File: config.mk
export PLATFORM = sky130hd
export DESIGN_NAME = demux_strobe_sequencer_flat
export DESIGN_NICKNAME = d
export VERILOG_FILES = /design/src/rtl/demux_strobe_sequencer_if.sv /design/src/rtl/demux_strobe_sequencer.sv /design/src/flat_wrapper.sv
export SDC_FILE = /design/constraint.sdc
export NUM_CORES = 1
export LEC_CHECK = 0
export CORE_MARGIN = 10
export CORE_UTILIZATION = 26
export DETAILED_ROUTE_END_ITERATION = 6
export DONT_BUFFER_PORTS = 1
export HOLD_SLACK_MARGIN = 0.15
export PLACE_DENSITY = 0.43
export SYNTH_ARGS = -nofsm -noshare
export SYNTH_HDL_FRONTEND = slang
export SYNTH_SLANG_ARGS = --single-unit
File: constraint.sdc
create_clock -name Clock -period 2.62 [get_ports Clock]
set_input_delay 0.524 -clock Clock [delete_from_list [all_inputs] [get_ports Clock]]
set_output_delay 0.524 -clock Clock [all_outputs]
set_load 0.05 [all_outputs]
File: src/rtl/demux_strobe_sequencer_if.sv
// Requester / demux / acknowledge bundle for demux_strobe_sequencer.
// master drives requests and acks; slave is the sequencer.
interface demux_strobe_sequencer_if;
  logic       ReqValid;
  logic [2:0] ReqSel;
  logic       ReqReady;
  logic [7:0] AckIn;
  logic [2:0] Sel;
  logic       Enable;
  logic       Busy;
  logic       Done;
  logic       Error;

  modport master (
    output ReqValid, ReqSel, AckIn,
    input  ReqReady, Sel, Enable, Busy, Done, Error
  );

  modport slave (
    input  ReqValid, ReqSel, AckIn,
    output ReqReady, Sel, Enable, Busy, Done, Error
  );
endinterface

File: src/rtl/demux_strobe_sequencer.sv
// Single-target strobe sequencer driving the 8-way demux Sel/Enable pair.
// Optional timeout and Error pulse: define DEMUX_SEQ_TIMEOUT_EN.
module demux_strobe_sequencer #(
  parameter int unsigned HOLD_CYCLES    = 1,
  parameter int unsigned TIMEOUT_CYCLES = 15
) (
  input  logic Clock,
  input  logic nReset,
  demux_strobe_sequencer_if.slave bus
);

  localparam logic [1:0] IDLE   = 2'd0;
  localparam logic [1:0] STROBE = 2'd1;
  localparam logic [1:0] WAIT   = 2'd2;
  localparam logic [1:0] DONE   = 2'd3;

  localparam logic [3:0] HOLD_LAST = 4'(HOLD_CYCLES - 1);

  logic [1:0] state;
  logic [2:0] sel;
  logic [3:0] hold_cnt;
  logic       sticky;
  logic       ack;
  logic       acked;
  logic       to_hit;

  assign ack   = bus.AckIn[sel];
  assign acked = sticky | ack;

  always_ff @(posedge Clock or negedge nReset) begin
    if (!nReset) begin
      state    <= IDLE;
      sel      <= 3'd0;
      hold_cnt <= 4'd0;
      sticky   <= 1'b0;
    end else begin
      unique case (state)
        IDLE: begin
          if (bus.ReqValid) begin
            sel      <= bus.ReqSel;
            hold_cnt <= 4'd0;
            sticky   <= 1'b0;
            state    <= STROBE;
          end
        end
        STROBE: begin
          if (ack)
            sticky <= 1'b1;
          if (hold_cnt != 4'hF)
            hold_cnt <= hold_cnt + 4'd1;
          if (hold_cnt == HOLD_LAST)
            state <= WAIT;
        end
        WAIT: begin
          if (acked || to_hit)
            state <= DONE;
        end
        DONE: state <= IDLE;
        default: state <= IDLE;
      endcase
    end
  end

`ifdef DEMUX_SEQ_TIMEOUT_EN
  localparam logic [7:0] TO_LAST = 8'(TIMEOUT_CYCLES - 1);

  logic [7:0] to_cnt;
  logic       err;

  // to_hit marks the last permitted WAIT cycle; ack still wins there
  assign to_hit = (to_cnt == TO_LAST);

  always_ff @(posedge Clock or negedge nReset) begin
    if (!nReset) begin
      to_cnt <= 8'd0;
      err    <= 1'b0;
    end else if (state == IDLE) begin
      to_cnt <= 8'd0;
      err    <= 1'b0;
    end else if (state == WAIT && !acked) begin
      if (to_hit)
        err <= 1'b1;
      else if (to_cnt != 8'hFF)
        to_cnt <= to_cnt + 8'd1;
    end
  end

  assign bus.Error = (state == DONE) & err;
`else
  assign to_hit    = 1'b0;
  assign bus.Error = 1'b0;
`endif

  assign bus.ReqReady = (state == IDLE);
  assign bus.Busy     = (state != IDLE);
  assign bus.Enable   = (state == STROBE);
  assign bus.Done     = (state == DONE);
  assign bus.Sel      = sel;

endmodule

File: src/flat_wrapper.sv
// flat-port wrapper written by rule: the top's interface ports become plain ports
module demux_strobe_sequencer_flat 
#(
  parameter int unsigned HOLD_CYCLES    = 1,
  parameter int unsigned TIMEOUT_CYCLES = 15
)
  (Clock, nReset, bus_ReqValid, bus_ReqSel, bus_AckIn, bus_ReqReady, bus_Sel, bus_Enable, bus_Busy, bus_Done, bus_Error);
  demux_strobe_sequencer_if bus_i ();
  input  logic Clock;
  input  logic nReset;
  input wire logic [$bits(bus_i.ReqValid)-1:0] bus_ReqValid;
  input wire logic [$bits(bus_i.ReqSel)-1:0] bus_ReqSel;
  input wire logic [$bits(bus_i.AckIn)-1:0] bus_AckIn;
  output wire logic [$bits(bus_i.ReqReady)-1:0] bus_ReqReady;
  output wire logic [$bits(bus_i.Sel)-1:0] bus_Sel;
  output wire logic [$bits(bus_i.Enable)-1:0] bus_Enable;
  output wire logic [$bits(bus_i.Busy)-1:0] bus_Busy;
  output wire logic [$bits(bus_i.Done)-1:0] bus_Done;
  output wire logic [$bits(bus_i.Error)-1:0] bus_Error;
  assign bus_i.ReqValid = bus_ReqValid;
  assign bus_i.ReqSel = bus_ReqSel;
  assign bus_i.AckIn = bus_AckIn;
  assign bus_ReqReady = bus_i.ReqReady;
  assign bus_Sel = bus_i.Sel;
  assign bus_Enable = bus_i.Enable;
  assign bus_Busy = bus_i.Busy;
  assign bus_Done = bus_i.Done;
  assign bus_Error = bus_i.Error;
  demux_strobe_sequencer #(.HOLD_CYCLES(HOLD_CYCLES), .TIMEOUT_CYCLES(TIMEOUT_CYCLES)) u_core (.Clock(Clock), .nReset(nReset), .bus(bus_i));
endmodule
==> results.json <==
{
  "core_area_um2": 2480,
  "setup.worst_path.end_class": "output port",
  "p_total_mw": 1.04,
  "path_buf_inv": 2,
  "leakage_nw": 0.368,
  "start_kind": "flop",
  "synth_fa_ha_area_frac": 0.129,
  "synth_async_sr_flop_share": 1.00,
  "cts_setup_buffers": 0,
  "synth.distinct_cells": 27,
  "maxSlewViolCount": 0,
  "path_delay_family": "flip-flops",
  "clk_pin_slew_ps": 70,
  "final-setup-viol-count": 0,
  "die_h_um": 71.0,
  "worstPathArrival_ps": 1460,
  "synth-edff-count": 0,
  "yosys.area_share.simple": 0.137,
  "drive_gt1_frac": 0.197,
  "power_density_nw_per_um2": 1380,
  "vias": 466,
  "wirelength_um": 1410,
  "fill_cells": 267,
  "slew_headroom": 0.646,
  "critPathKind": "reg2out",
  "cts_buffers": 3,
  "tightest_slew_ps": 532,
  "cts_buffer_depth": 2,
  "drt_pass1_iterations": 4,
  "grt.total_usage": 0.0541,
  "cts_sinks": 10,
  "postLayoutCellArea_um2": 758,
  "antenna_cells": 0,
  "setup_tns_ps": 0,
  "place_congestion": 0.675,
  "placedCellCount": 92,
  "ant_nets": 0,
  "ioPinCount": 22,
  "timing.final.crit_share": 0.759,
  "drc": 0,
  "rsz0062_at_grt": "no",
  "muxShareOfSynthArea": 0.226,
  "wl_per_cell_um": 14.7,
  "path_cells": "inv_1, ha_1, buf_4",
  "post_dp_cell_area_um2": 726,
  "synth_compound_area_frac": 0.0887,
  "vdd_drop_max_uv": 657,
  "cts_root_buffer": "clkbuf_4",
  "cts_tree": "done",
  "hpwl_um": 1140,
  "die-area_um2": 5040,
  "cp_slowest_cell": "dfrtp_1",
  "multi_input_area_um2": 397,
  "finalClockSkew_ps": 5.17,
  "synth_warnings": 0,
  "grt_pass1_wl_um": 2250,
  "finalHoldViolCount": 0,
  "synth_flop_cell": "dfrtp_1",
  "status": "complete, no violations",
  "final_nets": 89,
  "ff_latch_area_um2": 250,
  "yosysSeqAreaShare": 0.370,
  "cts_resized": 0,
  "maxCapViolCount": 0,
  "critPathMaxFanout": 11,
  "syn_nets": 82,
  "hold_path.class": "in2reg",
  "routed_via_density": 4.85,
  "clock.fmax_mhz": 503,
  "num_rows": 18,
  "avgSynthCellArea_um2": 11.1,
  "yosys_register_bits": 10,
  "grt_start_max_net_pins": 12,
  "syn_inst": 61,
  "finalCriticalPeriod_ps": 1990,
  "drt_iter0_drc": 13,
  "first_global_vias": 484,
  "grt-ovfl-total": 0,
  "portBuffers": 0,
  "clk_latency_ps": 260,
  "cpPeakStageDelay_ps": 420,
  "synth_top_family_by_area": "multiplexers",
  "ctsHtreeMaxLevel": 1,
  "fin_cells": 96,
  "netlist_area_um2": 677,
  "critPathRequiredTime_ps": 2100,
  "antenna_found_initial": 0,
  "dieWidth_um": 71.0,
  "syn2layout_area_growth_pct": 12.0,
  "initial_core_util": 0.273,
  "synthXorXnorAreaFrac": 0
}
==> through the flow <==
step                hold WS, ps  setup WS (ps)  utilization
floorplan                   228            490            -
global placement            229            705        0.293
detailed placement          229            677        0.293
CTS                         400            614        0.306
global route                401            525        0.306
finish                      407            631        0.306
==> registers in the layout (all words and copies together), names as in the netlist <==
register and count:
u_core.state 2, u_core.sticky 1, u_core.bus.Sel 3, u_core.hold_cnt 4
==> cell type report <==
type / instances / share of cell area
Timing Repair Buffer: 4 / 0.0429
Inverter: 5 / 0.0248
Tap cell: 30 / 0.0495
Clock buffer: 3 / 0.0297
Sequential cell: 10 / 0.330
Multi-Input combinational cell: 44 / 0.523
==> timing repair <==
item                                    in CTS  in global routing
endpoints found under the setup margin       0                  0
endpoints found under the hold margin       10                  0
hold buffers                                 1                  0
==> metal layers <==
metal,wire (um),part of all wire,vias up,GRT usage
met3,181,0.13,2,0.0404
met5,0,0,-,0
met4,12,0.0085,0,0.0258
met2,548,0.39,20,0.0752
met1,667,0.47,220,0.0597
li1,-,-,224,-
==> cells in the final DEF (no fill, tap or decap), drive strengths merged <==
cell type and count:
ha 7, a21o 1, a211oi 1, nand2b 1, nor2 2, o21bai 1
nand2 5, mux2i 4, nand4 2, nor2b 1, a31oi 1, buf 3
conb 1, clkbuf 3, and3b 1, inv 5, mux2 5, and3 1
dlygate4sd3 1, or3b 1, nor3 1, mux4 2, a21oi 4, or2 1
dfrtp 10, nor4 1
==> cells by family (layout without fill, tap and decap cells) <==
kind of cell	Yosys count	in the layout
AND/OR/NAND/NOR	17	17
multiplexers	11	11
flip-flops	10	10
AO/OA/AOI/OAI	8	8
adder cells (fa/ha/maj)	7	7
buffers and inverters	7	12
other	1	1
==> report_power, final <==
group / switching, mW / total, mW / internal, mW
clock network: 0.0522 / 0.105 / 0.0530
registers: 0.116 / 0.335 / 0.219
logic: 0.360 / 0.602 / 0.242
total: 0.529 / 1.04 / 0.514
==> path summary, 6_finish.rpt <==
kind | from | slack, ps | cells after the start | endpoint
worst max-delay path | u_core.state[1] | 630 | 3 | bus_Enable
worst min-delay path | bus_ReqSel[1] | 410 | 1 | u_core.bus.Sel[1]
worst max register to register | u_core.bus.Sel[2] | 690 | 4 | u_core.state[1]
worst min register to register | u_core.sticky | 560 | 2 | u_core.sticky
max in group asynchronous | nReset | 1620 | 1 | u_core.hold_cnt[1]
min in group asynchronous | nReset | 660 | 1 | u_core.bus.Sel[1]
==> cell usage after synthesis, drive strengths merged, types with 2 or more instances <==
library cell  count  area, um^2
nor2              2        7.51
nand4             2        12.5
dfrtp            10         250
mux2              5        60.1
inv               5        18.8
nand2             5        18.8
mux2i             4        40.0
ha                7        87.6
mux4              2        52.6
a21oi             4        20.0
Power figures use the tool's default switching activity.
